**src/rtl/ram_reader_pkg.sv**
```systemverilog
// Shared definitions for the RAM stream reader: FSM encoding and FIFO depth.
package ram_reader_pkg;

  typedef enum logic [1:0] {
    IDLE  = 2'd0,
    ISSUE = 2'd1,
    DRAIN = 2'd2,
    DONE  = 2'd3
  } rd_state_e;

  // Two entries cover one word in flight plus one word parked behind a stall.
  localparam int FIFO_DEPTH = 2;

endpackage

```
**src/rtl/ram_reader_skid_fifo.sv**
```systemverilog
// Two-entry output FIFO for the RAM stream reader.
// A push into a full FIFO is accepted only when a pop happens in the same cycle.
module ram_reader_skid_fifo
  import ram_reader_pkg::*;
#(
  parameter int WIDTH = 17
) (
  input  logic             clk,
  input  logic             reset,
  input  logic             push,
  input  logic [WIDTH-1:0] push_data,
  input  logic             pop,
  output logic             full,
  output logic             empty,
  output logic [WIDTH-1:0] head
);

  // One-bit pointers are enough because the depth is fixed at two.
  logic [FIFO_DEPTH-1:0][WIDTH-1:0] mem;
  logic                             wr_ptr;
  logic                             rd_ptr;
  logic [1:0]                       cnt;
  logic                             do_push;
  logic                             do_pop;

  assign full    = (cnt == 2'd2);
  assign empty   = (cnt == 2'd0);
  assign head    = mem[rd_ptr];
  assign do_pop  = pop & ~empty;
  assign do_push = push & (~full | do_pop);

  // Storage, pointers and occupancy; push+pop together leaves occupancy unchanged.
  always_ff @(posedge clk) begin
    if (reset) begin
      mem    <= '0;
      wr_ptr <= 1'b0;
      rd_ptr <= 1'b0;
      cnt    <= 2'd0;
    end else begin
      if (do_push) begin
        mem[wr_ptr] <= push_data;
        wr_ptr      <= ~wr_ptr;
      end
      if (do_pop) rd_ptr <= ~rd_ptr;
      cnt <= cnt + {1'b0, do_push} - {1'b0, do_pop};
    end
  end

endmodule

```
**src/rtl/ram_stream_reader.sv**
```systemverilog
// RAM read-side controller: turns a (base, count) command into RAM reads and
// returns the words as a valid/ready stream with a last flag.
// Optional feature macro RAM_STREAM_READER_STRIDE_EN adds a per-command
// address stride input (cfg_stride); without it the stride is fixed at 1.
module ram_stream_reader
  import ram_reader_pkg::*;
#(
  parameter int DATA_WIDTH   = 16,
  parameter int ADDR_WIDTH   = 12,
  parameter int COUNT_WIDTH  = 13,
  parameter int READ_LATENCY = 1
) (
  input  logic                   clk,
  input  logic                   reset,
  input  logic                   start,
  input  logic [ADDR_WIDTH-1:0]  cfg_base_addr,
  input  logic [COUNT_WIDTH-1:0] cfg_num_words,
`ifdef RAM_STREAM_READER_STRIDE_EN
  input  logic [ADDR_WIDTH-1:0]  cfg_stride,
`endif
  output logic                   busy,
  output logic                   done,
  output logic                   s_read_req,
  output logic [ADDR_WIDTH-1:0]  s_read_addr,
  input  logic [DATA_WIDTH-1:0]  s_read_data,
  output logic                   m_valid,
  input  logic                   m_ready,
  output logic [DATA_WIDTH-1:0]  m_data,
  output logic                   m_last
);

  rd_state_e              state, state_nxt;
  logic [ADDR_WIDTH-1:0]  addr_q;
  logic [ADDR_WIDTH-1:0]  stride;
  logic [COUNT_WIDTH-1:0] remaining;
  logic                   pop;
  logic                   issue_last;
  logic                   inflight;
  logic                   push;
  logic                   push_last;
  logic                   fifo_full;
  logic                   fifo_empty;
  logic [1:0]             occ;
  logic [2:0]             pending;

  assign pop     = m_valid & m_ready;
  assign occ     = fifo_full ? 2'd2 : {1'b0, ~fifo_empty};
  // Words already committed to the FIFO after this cycle's pop; keeping this
  // below two guarantees every returning word has a free slot.
  assign pending = {1'b0, occ} + {2'b0, inflight} - {2'b0, pop};

  assign s_read_req  = (state == ISSUE) && (pending < 3'd2);
  assign s_read_addr = addr_q;
  assign issue_last  = s_read_req && (remaining == COUNT_WIDTH'(1));
  assign busy        = (state == ISSUE) || (state == DRAIN);
  assign done        = (state == DONE);

`ifdef RAM_STREAM_READER_STRIDE_EN
  logic [ADDR_WIDTH-1:0] stride_q;

  // Stride is captured with the command so it cannot change mid-transfer.
  always_ff @(posedge clk) begin
    if (reset)                                               stride_q <= '0;
    else if (state == IDLE && start && cfg_num_words != '0) stride_q <= cfg_stride;
  end
  assign stride = stride_q;
`else
  assign stride = ADDR_WIDTH'(1);
`endif

  // State register.
  always_ff @(posedge clk) begin
    if (reset) state <= IDLE;
    else       state <= state_nxt;
  end

  // Next-state logic; the final handshake implies the FIFO and pipeline are empty.
  always_comb begin
    state_nxt = state;
    case (state)
      IDLE:    if (start) state_nxt = (cfg_num_words == '0) ? DONE : ISSUE;
      ISSUE:   if (issue_last) state_nxt = DRAIN;
      DRAIN:   if (pop && m_last) state_nxt = DONE;
      DONE:    state_nxt = IDLE;
      default: state_nxt = IDLE;
    endcase
  end

  // Address and remaining-count tracking; the address wraps naturally.
  always_ff @(posedge clk) begin
    if (reset) begin
      addr_q    <= '0;
      remaining <= '0;
    end else if (state == IDLE && start && cfg_num_words != '0) begin
      addr_q    <= cfg_base_addr;
      remaining <= cfg_num_words;
    end else if (s_read_req) begin
      addr_q    <= addr_q + stride;
      remaining <= remaining - COUNT_WIDTH'(1);
    end
  end

  generate
    if (READ_LATENCY == 0) begin : g_lat0
      // Combinational RAM: data is valid in the request cycle.
      assign inflight  = 1'b0;
      assign push      = s_read_req;
      assign push_last = issue_last;
    end else begin : g_lat1
      logic inflight_q;
      logic last_q;

      // Registered RAM: remember the request (and its last tag) for one cycle.
      always_ff @(posedge clk) begin
        if (reset) begin
          inflight_q <= 1'b0;
          last_q     <= 1'b0;
        end else begin
          inflight_q <= s_read_req;
          last_q     <= issue_last;
        end
      end
      assign inflight  = inflight_q;
      assign push      = inflight_q;
      assign push_last = last_q;
    end
  endgenerate

  ram_reader_skid_fifo #(.WIDTH(DATA_WIDTH + 1)) u_fifo (
    .clk       (clk),
    .reset     (reset),
    .push      (push),
    .push_data ({push_last, s_read_data}),
    .pop       (pop),
    .full      (fifo_full),
    .empty     (fifo_empty),
    .head      ({m_last, m_data})
  );

  assign m_valid = ~fifo_empty;

endmodule

```
**config.mk**
```make
export PLATFORM = sky130hd
export DESIGN_NAME = ram_stream_reader
export DESIGN_NICKNAME = d
export VERILOG_FILES = /design/src/rtl/ram_reader_pkg.sv /design/src/rtl/ram_reader_skid_fifo.sv /design/src/rtl/ram_stream_reader.sv
export SDC_FILE = /design/constraint.sdc
export NUM_CORES = 1
export LEC_CHECK = 0
export ABC_CLOCK_PERIOD_IN_PS = 4900
export CAP_MARGIN = 10
export CORE_MARGIN = 2
export CORE_UTILIZATION = 54
export DETAILED_ROUTE_END_ITERATION = 10
export PLACE_DENSITY = 0.84
export SLEW_MARGIN = 10
export SYNTH_ARGS = -nofsm -noshare
export SYNTH_HDL_FRONTEND = slang
export SYNTH_SLANG_ARGS = --single-unit
```
**constraint.sdc**
```tcl
create_clock -name clk -period 4.9 [get_ports clk]
set_input_delay 0.98 -clock clk [delete_from_list [all_inputs] [get_ports clk]]
set_output_delay 0.98 -clock clk [all_outputs]
set_load 0.01 [all_outputs]
```
==> metrics.md, run 1 <==
| Metric | Value |
|---|---|
| Register area share after synthesis | 0.405 |
| Vias in the first global route | 2806 |
| Slowest stage delay, CP | 0.64 ns |
| DP HPWL | 5.28 mm |
| Placer Congestion | 0.778 |
| Outcome | finished, final reports clean |
| Gr usage total | 0.239 |
| Synth top area cells | dfxtp_1 (40%), nor2_1 (5.8%), mux2_2 (5.8%), mux2i_1 (5.1%), a211oi_1 (5.0%) |
| Syn avg cell area | 8.84 um2 |
| Worst Hold Class | flip-flop to flip-flop |
| Top cell type's share of synthesized area | 0.405 |
| Yosys reg bits | 67 |
| Synth area leader | dfxtp_1 |
| Slew @ Worst Pin | 1.17 ns |
| Pin count of the biggest net entering global routing | 68 |
| Die Wd | 82.3 um |
| CP max FO | 5 |
| Top_reg_cell synth | dfxtp_1 |
| MaxCap Viol Count | 0 |
| Commonest non-fill, non-tap cell in the layout | clkdlybuf4s50_1 |
| Critical path's slowest cell | clkdlybuf4s50_1 |
| # port buffers | 77 |
| Initial DRC count | 102 |
| Critical Path AT | 3.78 ns |
| Worst Setup Path Type | input pin to output pin |
| Worst endpoint required time | 3.92 ns |
| Area Overhead vs Synth | 31.3% |
| Avg WL per Cell | 14.5 um |
| CTS tree | built |
| H-tree depth | 3 |
| Hold_buf cts | 0 |
| Worst Path Buf+Inv | 3 |
| Crit path cell chain | clkdlybuf4s50_1 > nand2_1 > inv_1 > ha_1 > nand2b_1 > fa_1 > xnor2_1 > nor2_1 > clkdlybuf4s50_1 |
| EDFF count, synth | 0 |
| Mapped cell area | 3310 um2 |
| Syn nets | 432 |
| TritonCTS Sinks | 67 |
| Nets | 501 |
| Max VDD drop | 0.000316 V |
| Most common cell on crit path | clkdlybuf4s50_1 |
| First-pass detailed-route iteration total | 4 |
| RSZ-0062 raised after global routing | false |
| Post-CTS setup buffer count | 0 |
| Fraction of layout cells with a size suffix above 1 | 0.102 |
| Cell leakage power | 0.00158 uW |
| Worst Setup End Kind | output pin |
| N_diodes | 0 |
| Syn. warnings | 0 |
| Final ANT Viol Nets | 0 |
| Fin. Hold Viols | 0 |
| Fmax | 210 MHz |
| Clk slew on worst S/H paths | 0.07 ns |
| Rows | 28 |
| Die ar. | 6780 um2 |
| First-pass GRT wire length | 12.4 mm |
| Hold slack | 0.454 ns |
| Worst Skew | 0.00324 ns |
| TritonCTS buffer count | 9 |
| CTS max path bufs | 2 |
| Delay-heaviest family, CP | buffers and inverters |
| Syn Inst Count | 375 |
| Placeable core region | 5920 um2 |
| DRC | 0 |
| Worst-Skew Late Latency | 0.33 ns |
| DR vias | 2895 |
| Headroom to the max-slew limit | 0.220 |
| Asr flop ratio synth | 0 |
| Power Dens Cells | 548 nW/um2 |
| # setup viols final | 0 |
| Setup tns final | 0 ns |
| Root Buffer | clkbuf_8 |
| DRT Wirelength | 7.62 mm |
| Slew Limit Fails | 0 |
| Vias/cell | 5.52 |
| Filler Cells Inserted | 463 |
| Total grt overflow | 0 |
| Antenna violations before repair | 0 |
| CP Launch Type | input pin |
| Final worst-path cycle share | 0.970 |
| Synth cell types | 44 |
| Minimum clock period | 4.76 ns |
| Num ports | 78 |
| Initial Util | 0.560 |
| Post-CTS sizing | 0 |
| Most frequent cells in the layout | clkdlybuf4s50_1 (76), dfxtp_1 (67), nor2_1 (51), nand2_1 (43), a211oi_1 (22) |
| Die height | 82.3 um |
-- cells in the mapped netlist (2+ instances only) --
library cell,number
buf_1,5
nor3_1,6
clkbuf_1,13
mux2i_1,17
dfxtp_1,67
a311oi_1,3
xor2_1,9
and3_1,3
xnor2_1,17
mux2_2,17
a31o_2,2
nand4_1,9
nand2b_1,3
ha_1,11
or4_1,2
nand2_1,43
buf_2,4
nor4_1,8
nor2b_1,2
and2_1,3
inv_1,13
a211oi_1,22
nor2_1,51
nor4b_1,2
nand3_1,6
o31ai_1,2
a21oi_1,18
-- layer usage --
| metal | vias to the layer above | share of wire | wire length [um] | track usage |
|---|---|---|---|---|
| li1 | 1445 | - | - | - |
| met1 | 1335 | 0.44 | 3370 | 0.291 |
| met2 | 96 | 0.48 | 3690 | 0.390 |
| met3 | 19 | 0.054 | 410 | 0.0500 |
| met4 | 0 | 0.020 | 154 | 0.137 |
| met5 | - | 0 | 0 | 0 |
-- worst reg2reg max path: stages (launching register included) --
cell and delay (ns):
dfxtp_1 0.34, or2_2 0.33, nand2_1 0.12, inv_1 0.08, ha_1 0.26, nand2b_1 0.16, fa_1 0.55, and2_1 0.40
nand3_1 0.25, nor4_1 0.31, xnor2_1 0.11, a211oi_1 0.22
-- flip-flops by register name, summed over array words and instances, names as in the netlist --
register / count
g_lat1.inflight_q: 1
g_lat1.last_q: 1
remaining: 13
s_read_addr: 12
state: 2
u_fifo.cnt: 2
u_fifo.mem: 34
u_fifo.rd_ptr: 1
u_fifo.wr_ptr: 1
-- power by group --
group,internal (uW),switching (uW)
registers,665,125
logic,496,544
clock network,337,214
total,1500,884
-- per-stage QoR --
step | setup WS, ns | instance area [um2] | utilization | power [uW] | cells
after CTS | 0.146 | 4350 | 0.735 | 2390 | 524
after global placement | 0.256 | 4110 | 0.694 | 1800 | 508
final | 0.145 | 4350 | 0.735 | 2380 | 524
after detailed placement | 0.178 | 4110 | 0.694 | 1820 | 508
after global routing | 0.0408 | 4350 | 0.735 | 2530 | 524
after floorplan | 1.29 | 3310 | - | 1480 | 375
-- area by class of cell --
| class | count | area [um2] | area share |
|---|---|---|---|
| Clock buffer | 9 | 124 | 0.0285 |
| Clock inverter | 7 | 116 | 0.0267 |
| Inverter | 13 | 48.8 | 0.0112 |
| Multi-Input combinational cell | 273 | 1840 | 0.422 |
| Sequential cell | 67 | 1340 | 0.308 |
| Tap cell | 75 | 93.8 | 0.0216 |
| Timing Repair Buffer | 80 | 788 | 0.181 |
-- path summary, 6_finish.rpt --
path	startpoint	end	slack [ns]	cells past startpoint
worst min-delay path	u_fifo.mem[29]	u_fifo.mem[29]	0.45	2
worst min register to register	u_fifo.mem[29]	u_fifo.mem[29]	0.45	2
worst max-delay path	m_ready	s_read_req	0.14	9
worst max register to register	u_fifo.cnt[1]	remaining[9]	1.68	11
-- cell families after synthesis --
group           synth area share
fa+ha+maj                 0.0476
buf+inv                   0.0412
flops                      0.405
xor+xnor                  0.0770
simple gates               0.212
mux                        0.109
compound gates             0.108
Note: power is estimated with default switching activity, not from simulation.
==> run 2: changes to the inputs <==
--- a/config.mk
+++ b/config.mk
@@ -8,9 +8,11 @@
 export ABC_CLOCK_PERIOD_IN_PS = 4900
 export CAP_MARGIN = 10
 export CORE_MARGIN = 2
-export CORE_UTILIZATION = 54
+export CORE_UTILIZATION = 55
+export CTS_BUF_LIST = sky130_fd_sc_hd__clkbuf_4
+export CTS_CLUSTER_DIAMETER = 60
 export DETAILED_ROUTE_END_ITERATION = 10
-export PLACE_DENSITY = 0.84
+export PLACE_DENSITY = 0.92
 export SLEW_MARGIN = 10
 export SYNTH_ARGS = -nofsm -noshare
 export SYNTH_HDL_FRONTEND = slang
==> metrics.md, run 2 (synthesized netlist as in run 1, its figures left out) <==
| Metric | Value |
|---|---|
| Slowest stage delay, CP | 0.57 ns |
| Final cell count without fillers | 525 |
| DP HPWL | 5.39 mm |
| RSZ-0062 raised after global routing | false |
| DRC | 0 |
| Area Overhead vs Synth | 28.4% |
| CP Launch Type | input pin |
| Slew Limit Fails | 0 |
| # setup viols final | 0 |
| Gr usage total | 0.243 |
| Worst endpoint required time | 3.92 ns |
| Worst Path Buf+Inv | 3 |
| Placeable core region | 5890 um2 |
| Launch point of the worst reg-to-reg path | u_fifo.cnt[1] |
| Hold_buf cts | 0 |
| Minimum clock period | 4.50 ns |
| Worst-Skew Late Latency | 0.42 ns |
| Filler Cells Inserted | 423 |
| Post-CTS setup buffer count | 0 |
| Max VDD drop | 0.000313 V |
| Final ANT Viol Nets | 0 |
| Delay-heaviest family, CP | buffers and inverters |
| MaxCap Viol Count | 0 |
| Placed cell count | 509 |
| Fmax | 222 MHz |
| First-pass GRT wire length | 12.6 mm |
| Crit Reg-Reg Endpoint | state[1] |
| CP max FO | 3 |
| Worst Skew | 0.0117 ns |
| Avg WL per Cell | 14.7 um |
| Multi-input logic area | 1840 um2 |
| Worst Setup Path Type | input pin to output pin |
| Placer Congestion | 0.791 |
| H-tree depth | 3 |
| CTS max path bufs | 2 |
| Total grt overflow | 0 |
| Design area | 4250 um2 |
| R2R depth | 11 |
| Vias/cell | 5.66 |
| Rows | 28 |
| Placed instance area | 4120 um2 |
| Crit path cell chain | clkdlybuf4s50_1 > nand2_1 > inv_1 > ha_1 > nand2b_1 > fa_1 > xnor2_1 > nor2_1 > clkdlybuf4s50_1 |
| N_diodes | 0 |
| Critical path's slowest cell | clkdlybuf4s50_1 |
| TritonCTS Sinks | 67 |
| Initial Util | 0.563 |
| Fin. Hold Viols | 0 |
| Most common cell on crit path | clkdlybuf4s50_1 |
| Fraction of layout cells with a size suffix above 1 | 0.104 |
| Worst Setup End Kind | output pin |
| Slew @ Worst Pin | 1.20 ns |
| Power Dens Cells | 518 nW/um2 |
| Register area | 1340 um2 |
| Nets | 502 |
| CTS tree | built |
| Most frequent cells in the layout | clkdlybuf4s50_1 (76), dfxtp_1 (67), nor2_1 (51), nand2_1 (43), a211oi_1 (22) |
| Final worst-path cycle share | 0.918 |
| Largest register FFs | 34 |
| WHS Endpoint | u_fifo.mem[18] |
| Antenna violations before repair | 0 |
| Hold path start | u_fifo.mem[18] |
| First-pass detailed-route iteration total | 4 |
| Pin count of the biggest net entering global routing | 68 |
| Final core utilization | 0.723 |
| Flop2flop setup slack | 1.71 ns |
| Headroom to the max-slew limit | 0.201 |
| Cell leakage power | 0.00153 uW |
| Die ar. | 6660 um2 |
| Power, Total | 2200 uW |
| Die Wd | 81.6 um |
| Die height | 81.6 um |
| Worst Hold Class | flip-flop to flip-flop |
| Commonest non-fill, non-tap cell in the layout | clkdlybuf4s50_1 |
| Setup tns final | 0 ns |
| Critical Path AT | 3.52 ns |
| Root Buffer | clkbuf_4 |
| Worst Hold Path Cells | 2 |
| Clk slew on worst S/H paths | 0.10 ns |
| Top reg by flops | u_fifo.mem |
| Outcome | finished, final reports clean |
| Num ports | 78 |
| TritonCTS buffer count | 9 |
| Initial DRC count | 136 |
| DR vias | 2972 |
| Post-CTS sizing | 0 |
| Vias in the first global route | 2834 |
| # port buffers | 77 |
| DRT Wirelength | 7.73 mm |
## run 2: cell types whose count changed in the layout (fill, tap and decap cells not counted), sizes merged
cell,previous run,this run
buf,4,5
clkinvlp,1,2
bufinv,3,1
clkinv,3,4
## run 2: final cells by class
class	instances	area share
sequential	67	0.315
multi-input combinational	273	0.432
clock buffer	9	0.0159
tap	75	0.0221
timing repair buffer	81	0.187
inverter	13	0.0115
clock inverter	7	0.0162
## run 2: how the worst max path moves through the flow
stage,from,to,slack [ns],cells after the start
floorplan,m_ready,s_read_req,1.29,7
global placement,m_ready,s_read_req,0.47,9
detailed placement,m_ready,s_read_req,0.44,9
CTS,m_ready,s_read_req,0.41,9
global route,m_ready,s_read_req,0.28,9
finish,m_ready,s_read_req,0.40,9
## run 2: tightest hold or removal path, delay by kind of cell (launching register included)
kind             cells  cell delay [ns]
AO/OA/AOI/OAI        1             0.05
AND/OR/NAND/NOR      1             0.05
flip-flops           1             0.32
## run 2: stage by stage
stage          hold slack, ns  setup slack, ns
6_report                0.462            0.404
4_1_cts                 0.462            0.413
2_1_floorplan           0.432             1.29
5_1_grt                 0.485            0.279
3_5_place_dp            0.447            0.436
3_3_place_gp            0.438            0.466
## run 2: where the power goes
part / internal (uW) / leakage (uW) / total, uW / switching, uW
Clock: 153 / 0.0000717 / 359 / 206
Sequential: 665 / 0.000547 / 790 / 126
Combinational: 503 / 0.000915 / 1050 / 551
Total: 1320 / 0.00153 / 2200 / 882
## run 2: metal layers
| layer | global-route usage | up-vias | share of wire |
|---|---|---|---|
| li1 | - | 1444 | - |
| met1 | 0.290 | 1416 | 0.43 |
| met2 | 0.424 | 98 | 0.50 |
| met3 | 0.0396 | 14 | 0.047 |
| met4 | 0.115 | 0 | 0.021 |
| met5 | 0 | - | 0 |
